[src/rtl/alu_nibble_sequencer.sv]
// Drives a 4-bit 74181-style ALU slice one nibble per cycle (LSB first) to execute a W-bit op.
// Optional zero/ovf flag outputs are enabled by defining ALU_SEQ_FLAGS_EN.
module alu_nibble_sequencer #(
    parameter int unsigned NIBBLES = 4
) (
    input  logic                   clk,
    input  logic                   rst_n,
    input  logic                   start,
    input  logic [3:0]             op_s,
    input  logic                   op_m,
    input  logic                   op_ci,
    input  logic [4*NIBBLES-1:0]   op_a,
    input  logic [4*NIBBLES-1:0]   op_b,
    output logic                   busy,
    output logic                   done,
    output logic [4*NIBBLES-1:0]   result,
    output logic                   cout,
`ifdef ALU_SEQ_FLAGS_EN
    output logic                   zero,
    output logic                   ovf,
`endif
    output logic [3:0]             alu_s,
    output logic                   alu_m,
    output logic                   alu_ci,
    output logic [3:0]             alu_a,
    output logic [3:0]             alu_b,
    input  logic [3:0]             alu_y,
    input  logic                   alu_co
);

    localparam int unsigned W     = 4 * NIBBLES;
    localparam int unsigned IDX_W = $clog2(NIBBLES);

    typedef enum logic [1:0] {
        IDLE = 2'd0,
        RUN  = 2'd1,
        DONE = 2'd2
    } state_t;

    state_t             state_q;
    state_t             state_d;
    logic [IDX_W-1:0]   idx_q;
    logic               carry_q;
    logic [3:0]         s_q;
    logic               m_q;
    logic [W-1:0]       a_q;
    logic [W-1:0]       b_q;
    logic               last_nib;

    assign last_nib = (idx_q == IDX_W'(NIBBLES - 1));

    // State register
    always_ff @(posedge clk or negedge rst_n) begin
        if (!rst_n) begin
            state_q <= IDLE;
        end else begin
            state_q <= state_d;
        end
    end

    // Next state and combinational slice drive; the slice sees a benign idle pattern outside RUN
    always_comb begin
        state_d = state_q;
        alu_s   = 4'b0000;
        alu_m   = 1'b1;
        alu_ci  = 1'b1;
        alu_a   = 4'b0000;
        alu_b   = 4'b0000;
        case (state_q)
            IDLE: begin
                if (start) begin
                    state_d = RUN;
                end
            end
            RUN: begin
                alu_s  = s_q;
                alu_m  = m_q;
                alu_ci = carry_q;
                alu_a  = a_q[{idx_q, 2'b00} +: 4];
                alu_b  = b_q[{idx_q, 2'b00} +: 4];
                if (last_nib) begin
                    state_d = DONE;
                end
            end
            DONE: begin
                state_d = IDLE;
            end
            default: begin
                state_d = IDLE;
            end
        endcase
    end

    // Operand capture, carry ripple and result assembly
    always_ff @(posedge clk or negedge rst_n) begin
        if (!rst_n) begin
            idx_q   <= '0;
            carry_q <= 1'b1;
            s_q     <= 4'b0000;
            m_q     <= 1'b0;
            a_q     <= '0;
            b_q     <= '0;
            result  <= '0;
            cout    <= 1'b1;
            busy    <= 1'b0;
            done    <= 1'b0;
`ifdef ALU_SEQ_FLAGS_EN
            zero    <= 1'b0;
            ovf     <= 1'b0;
`endif
        end else begin
            busy <= (state_d == RUN);
            done <= (state_d == DONE);
            case (state_q)
                IDLE: begin
                    if (start) begin
                        s_q     <= op_s;
                        m_q     <= op_m;
                        a_q     <= op_a;
                        b_q     <= op_b;
                        carry_q <= op_ci;
                        idx_q   <= '0;
                    end
                end
                RUN: begin
                    result[{idx_q, 2'b00} +: 4] <= alu_y;
                    carry_q <= alu_co;
                    idx_q   <= last_nib ? '0 : idx_q + IDX_W'(1);
                    if (last_nib) begin
                        cout <= alu_co;
`ifdef ALU_SEQ_FLAGS_EN
                        // Top nibble is still in flight, so splice it in for the zero test
                        zero <= ({alu_y, result[W-5:0]} == '0);
                        ovf  <= (!m_q && (s_q == 4'b1001))
                              ? ((a_q[W-1] ~^ b_q[W-1]) & (alu_y[3] ^ a_q[W-1]))
                              : 1'b0;
`endif
                    end
                end
                default: begin
                end
            endcase
        end
    end

endmodule
[config.mk]
export PLATFORM = sky130hd
export DESIGN_NAME = alu_nibble_sequencer
export DESIGN_NICKNAME = d
export VERILOG_FILES = /design/src/rtl/alu_nibble_sequencer.sv
export SDC_FILE = /design/constraint.sdc
export NUM_CORES = 1
export LEC_CHECK = 0
export CELL_PAD_IN_SITES_DETAIL_PLACEMENT = 2
export CELL_PAD_IN_SITES_GLOBAL_PLACEMENT = 2
export CORE_UTILIZATION = 31
export DETAILED_ROUTE_END_ITERATION = 10
export PLACE_DENSITY = 0.9
export SYNTH_ARGS = -nofsm -noshare
export SYNTH_HDL_FRONTEND = slang
export SYNTH_SLANG_ARGS = --single-unit
[constraint.sdc]
create_clock -name clk -period 2.7 [get_ports clk]
set_input_delay 0.27 -clock clk [delete_from_list [all_inputs] [get_ports clk]]
set_output_delay 0.27 -clock clk [all_outputs]
set_load 0.01 [all_outputs]
# Word level (Yosys, flattened, before mapping)
# Cells that the tools add are included.
# word_totals
reg_bits	61
word_cells	41
# op_classes
addsub	2
eq_ne	5
shift	4
muxes	14
reduce_logical	5
# op_table
cell	count
$shiftx 16x5->4	2
$bwmux 16	1
$shift 4x6->16 const A	1
$shiftx 4x6->16	1
$mux 4	3
$mux 2	4
$pmux 2 s2	2
$neg 4->6	1
$reduce_and 2->1	3
$eq 2x1->1 const B	2
$eq 2x2->1 const B	2
$mux 1	3
$add 2x1->2 const B	1
$logic_not 2->1	1
$ne 2x2->1 const B	1
$pmux 1 s2	1
$reduce_bool 2->1	1

# Logic depth before layout (Yosys ltp)
# depth
ltp_word	4
depth_mapped	6
ltp_nobuf	4

# Worst setup path after synthesis
# OpenSTA, ideal clock, no wires.
# synth_path
kind	register -> register
from	reg idx_q[1]
to	reg result[12]
setup_time_ps	101
arrival_time_ps	2108
t_required_ps	2599
path_slack_ps	492
stages_incl_launch_ff	7
n_path_buf	2
period_less_slack_ps	2208
cell_sequence	dfrtp_1 -> buf_2 -> buf_2 -> inv_1 -> ha_1 -> or4b_4 -> o32ai_1
# synth_via
elab_chain_cells	3
elab_cells_between_ends	4
classes_between	add/sub: 1; shift: 2; mux: 1
# synth_rtl
element	line_no	source
from (decl)	42	logic [IDX_W-1:0] idx_q;
from (signal assigned)	128	idx_q <= last_nib ? '0 : idx_q + IDX_W'(1);
$neg 4->6 *	126	result[{idx_q, 2'b00} +: 4] <= alu_y;
$shiftx 4x6->16 / $shift 4x6->16 (equally long branches)	126	
$bwmux 16 *	126	
to (signal, indexed assignment)	126	
to (decl)	16	output logic [4*NIBBLES-1:0] result,
# Every way passes the cells marked *; elsewhere a longest branch is shown, timed or not.
# A chain may end at the register's enable or synchronous reset.

# Worst setup path in the final report
# layout_path
from	reg state_q[1]
to	out alu_b[1]
# layout_via
elab_chain_cells	2
# layout_rtl
element	line_no	source
from (decl)	40	state_t state_q;
from (signal assigned)	57	state_q <= state_d;
$eq 2x1->1	69	case (state_q)
$mux 4	69	
to (decl)	26	output logic [3:0] alu_b,
# No other way between the ends.

==> impl_metrics.prom <==
# TYPE chip_impl_metric gauge
chip_impl_info{name="outcome",value="finished clean"} 1
chip_impl_metric{name="reg_clk_slew_reported_paths",unit="ps"} 70
chip_impl_metric{name="number_of_nets_still_failing_antenna_checks_after_routing",unit=""} 0
chip_impl_metric{name="power_per_cell_area",unit="mW/mm^2"} 1230
chip_impl_info{name="setup.worst_path.end_class",value="primary output"} 1
chip_impl_info{name="tritoncts_clock_tree",value="yes"} 1
chip_impl_metric{name="pre_cts_slack",unit="ps"} 473
chip_impl_metric{name="cts.sink_count",unit=""} 61
chip_impl_metric{name="antenna_found_initial",unit=""} 0
chip_impl_metric{name="achievable-frequency",unit="MHz"} 383
chip_impl_metric{name="cts_max_path_buffers",unit=""} 2
chip_impl_metric{name="core_util_final",unit="%"} 45.0
chip_impl_info{name="grt_setup_unrepaired",value="no"} 1
chip_impl_metric{name="detailedRoute.firstIterationViolations",unit=""} 53
chip_impl_metric{name="worstSkewPairLatency",unit="ps"} 340
chip_impl_metric{name="power.total",unit="W"} 0.00484
chip_impl_metric{name="rows",unit=""} 34
chip_impl_metric{name="die-area",unit="mm^2"} 0.00950
chip_impl_metric{name="cp_data_required_time",unit="ps"} 2430
chip_impl_metric{name="globalRoute.totalOverflow",unit=""} 0
chip_impl_metric{name="finalCritPeriodShare",unit="%"} 96.7
chip_impl_metric{name="vias_in_the_first_global_route",unit=""} 2327
chip_impl_metric{name="floorplan.io_pins",unit=""} 79
chip_impl_metric{name="detailedRoute.firstPassIterationCount",unit=""} 3
chip_impl_metric{name="floorplan.initialDensity",unit="%"} 32.2
chip_impl_metric{name="final_max_slew_viol_count",unit=""} 0
chip_impl_metric{name="postSynthNetCount",unit=""} 273
chip_impl_metric{name="share_comb_of_total_power",unit="%"} 48.3
chip_impl_metric{name="setup-violations-final",unit=""} 0
chip_impl_metric{name="postLayoutSetupSlackWorst",unit="ps"} 88.5
chip_impl_info{name="min_path_type",value="in -> async"} 1
chip_impl_metric{name="vias",unit=""} 2113
chip_impl_metric{name="post_cts.repair.setup_buffers",unit=""} 0
chip_impl_metric{name="stdcell_area",unit="mm^2"} 0.00394
chip_impl_metric{name="ys_seq_area_share",unit="%"} 54.1
chip_impl_metric{name="netlist-cell-type-count",unit=""} 28
chip_impl_metric{name="cts_max_level",unit=""} 3
chip_impl_metric{name="fp.coreArea",unit="mm^2"} 0.00876
chip_impl_info{name="clockRootBuffer",value="sky130_fd_sc_hd__clkbuf_8"} 1
chip_impl_metric{name="irDropWorstVdd",unit="mV"} 0.528
chip_impl_metric{name="grt_first_pass_wirelength",unit="um"} 12100
chip_impl_metric{name="worst-path-max-fanout",unit=""} 15
chip_impl_metric{name="cts_made_buffers",unit=""} 9
chip_impl_metric{name="worst-endpoint-arrival",unit="ps"} 2340
chip_impl_metric{name="num_antenna_cells",unit=""} 0
chip_impl_info{name="synthFlopType",value="sky130_fd_sc_hd__dfrtp_1"} 1
chip_impl_metric{name="area_growth_syn_to_layout",unit="%"} 39.6
chip_impl_metric{name="synthesis.yosys.warnings",unit=""} 0
chip_impl_metric{name="number_of_enable_type_register_cells_in_the_synthesized_netlist",unit=""} 0
chip_impl_metric{name="post_drt_wl_per_cell",unit="um"} 17.9
chip_impl_info{name="critical_path.startpoint_type",value="flop"} 1
chip_impl_metric{name="placedInstanceArea",unit="mm^2"} 0.00373
chip_impl_info{name="setup.worst_path.class",value="reg -> out"} 1
chip_impl_metric{name="share_clk_of_total_power",unit="%"} 18.0
chip_impl_metric{name="final_nets",unit=""} 357
chip_impl_metric{name="hold_viol_final",unit=""} 0
chip_impl_metric{name="seq_power_share",unit="%"} 33.7
chip_impl_metric{name="route.final.wire_length",unit="um"} 7500
chip_impl_metric{name="die-height",unit="um"} 97.4
chip_impl_metric{name="switchingPower",unit="W"} 0.00170
chip_impl_metric{name="final.setup_skew",unit="ps"} 2.19
chip_impl_metric{name="synth-seq-cells",unit=""} 61
chip_impl_metric{name="syn-mean-instance-area",unit="um^2"} 12.8
chip_impl_metric{name="swShare",unit="%"} 35.1
chip_impl_metric{name="maxCapViolCount",unit=""} 0
chip_impl_metric{name="setup_tns",unit="ps"} 0
chip_impl_metric{name="mappedNetlistArea",unit="mm^2"} 0.00282
chip_impl_metric{name="portBuffers",unit=""} 78
chip_impl_metric{name="post_dr_vias_cell",unit=""} 5.06
chip_impl_metric{name="chipWidth",unit="um"} 97.4
chip_impl_metric{name="tightest_slew",unit="ps"} 805
chip_impl_metric{name="cts_hold_buf",unit=""} 0
chip_impl_metric{name="estimated_wirelength_of_the_detail_placed_design",unit="um"} 5380
chip_impl_metric{name="leakage",unit="nW"} 1.63
chip_impl_metric{name="replace_congestion",unit=""} 0.716
chip_impl_metric{name="synthCells",unit=""} 221
chip_impl_metric{name="drc_errors",unit=""} 0
chip_impl_metric{name="grt_start_max_net_pins",unit=""} 36
chip_impl_metric{name="maxSlewHeadroom",unit="%"} 46.4
chip_impl_metric{name="period_needed",unit="ps"} 2610
chip_impl_metric{name="cellInternalPower",unit="W"} 0.00314
chip_impl_metric{name="ys_async_sr_fraction",unit="%"} 100
chip_impl_metric{name="drive_gt1_share",unit="%"} 21.3
chip_impl_metric{name="grt_usage",unit="%"} 16.7
chip_impl_metric{name="ctsResizeCount",unit=""} 0
-- metrics by stage --
stage	std cells	hold WS (ps)
floorplan	221	-25.6
global placement	402	397
detailed placement	402	405
CTS	418	42.6
global route	418	71.1
finish	418	11.7
-- power by group through the flow --
| stage | Sequential (W) | Combinational [W] | Clock [W] |
|---|---|---|---|
| after CTS | 0.00164 | 0.00237 | 0.000888 |
| after global routing | 0.00171 | 0.00252 | 0.000924 |
| after detailed placement | 0.00165 | 0.00236 | 0 |
| after floorplan | 0.00165 | 0.00130 | 0 |
| final | 0.00163 | 0.00233 | 0.000870 |
| after global placement | 0.00161 | 0.00226 | 0 |
-- logic make-up after synthesis --
family,share of synthesized area [%]
multiplexers,20.8
buffers and inverters,4.56
AO/OA/AOI/OAI,8.42
flip-flops,54.1
adder cells (fa/ha/maj),2.66
AND/OR/NAND/NOR,9.39
-- path summary, 6_finish.rpt --
check                           slack, ps  cells past startpoint                      to                  from
max in group asynchronous            1980                      2     a_q[15]$_DFFE_PN0P_                 rst_n
worst min-delay path                   10                      1   result[2]$_DFFE_PN0P_                 rst_n
worst max-delay path                   90                      3                alu_b[1]  state_q[1]$_DFF_PN0_
worst min register to register        500                      1      b_q[8]$_DFFE_PN0P_    b_q[8]$_DFFE_PN0P_
min in group clk                      500                      1      b_q[8]$_DFFE_PN0P_    b_q[8]$_DFFE_PN0P_
worst max register to register        740                      5  result[13]$_DFFE_PN0P_  idx_q[0]$_DFFE_PN0P_
-- synth_stat cells, types with 2 or more instances --
cell / count / area [um^2]
sky130_fd_sc_hd__mux2i_1: 16 / 160
sky130_fd_sc_hd__nand3b_1: 2 / 15.0
sky130_fd_sc_hd__or4b_4: 2 / 27.5
sky130_fd_sc_hd__or3b_2: 2 / 17.5
sky130_fd_sc_hd__o22ai_1: 8 / 50.1
sky130_fd_sc_hd__mux2_1: 3 / 33.8
sky130_fd_sc_hd__and2_1: 4 / 25.0
sky130_fd_sc_hd__ha_1: 6 / 75.1
sky130_fd_sc_hd__nand2_1: 16 / 60.1
sky130_fd_sc_hd__dfrtp_1: 59 / 1480
sky130_fd_sc_hd__clkbuf_1: 4 / 15.0
sky130_fd_sc_hd__buf_2: 7 / 35.0
sky130_fd_sc_hd__inv_1: 18 / 67.6
sky130_fd_sc_hd__dfstp_2: 2 / 52.6
sky130_fd_sc_hd__o21bai_1: 3 / 22.5
sky130_fd_sc_hd__o32ai_1: 16 / 140
sky130_fd_sc_hd__nand2b_1: 3 / 18.8
sky130_fd_sc_hd__mux2_2: 35 / 394
sky130_fd_sc_hd__and3b_1: 6 / 52.6
-- state kept, by name, summed over array words and instances (netlist names) --
signal and flops:
idx_q 2, m_q 1, result 16, s_q 4, carry_q 1, busy 1
b_q 16, a_q 16, cout 1, done 1, state_q 2
-- routing by layer --
| metal | up-vias | GRT usage (%) | wire, um |
|---|---|---|---|
| met5 | - | 0 | 0 |
| met4 | 0 | 5.77 | 106 |
| met3 | 10 | 4.32 | 337 |
| met2 | 54 | 29.0 | 3810 |
| met1 | 1082 | 19.8 | 3240 |
| li1 | 967 | - | - |
-- layout make-up --
type / count / area, um^2
flip-flops and latches: 61 / 1530
inverters: 18 / 67.6
multi-input cells: 130 / 1170
clock buffers: 12 / 165
repair buffers: 85 / 828
well taps: 108 / 135
clock inverters: 4 / 45.0
fillers: 896 / 4820
-- layout by cell type (no fill, tap or decap), drive strengths merged --
cell type | Yosys | layout
clkdlybuf4s50 | 0 | 77
dfrtp | 59 | 59
mux2 | 38 | 38
inv | 18 | 18
mux2i | 16 | 16
nand2 | 16 | 16
o32ai | 16 | 16
clkbuf | 4 | 12
o22ai | 8 | 8
buf | 8 | 8
and3b | 6 | 6
ha | 6 | 6
and2 | 4 | 4
nand2b | 3 | 3
o21bai | 3 | 3
clkinv | 0 | 3
or3b | 2 | 2
nand3b | 2 | 2
or4b | 2 | 2
dfstp | 2 | 2
nor2b | 1 | 1
nor3b | 1 | 1
nand4bb | 1 | 1
nor4b | 1 | 1
a21o | 1 | 1
o31ai | 1 | 1
nor4bb | 1 | 1
a221o | 1 | 1
bufinv | 0 | 1
-- critical path: stages (launching register included) --
cell and delay [ps]:
sky130_fd_sc_hd__dfrtp_1 550, sky130_fd_sc_hd__nand3b_1 530, sky130_fd_sc_hd__o22ai_1 340, sky130_fd_sc_hd__clkdlybuf4s50_1 570
No activity file was read; power rests on OpenSTA's default activity.
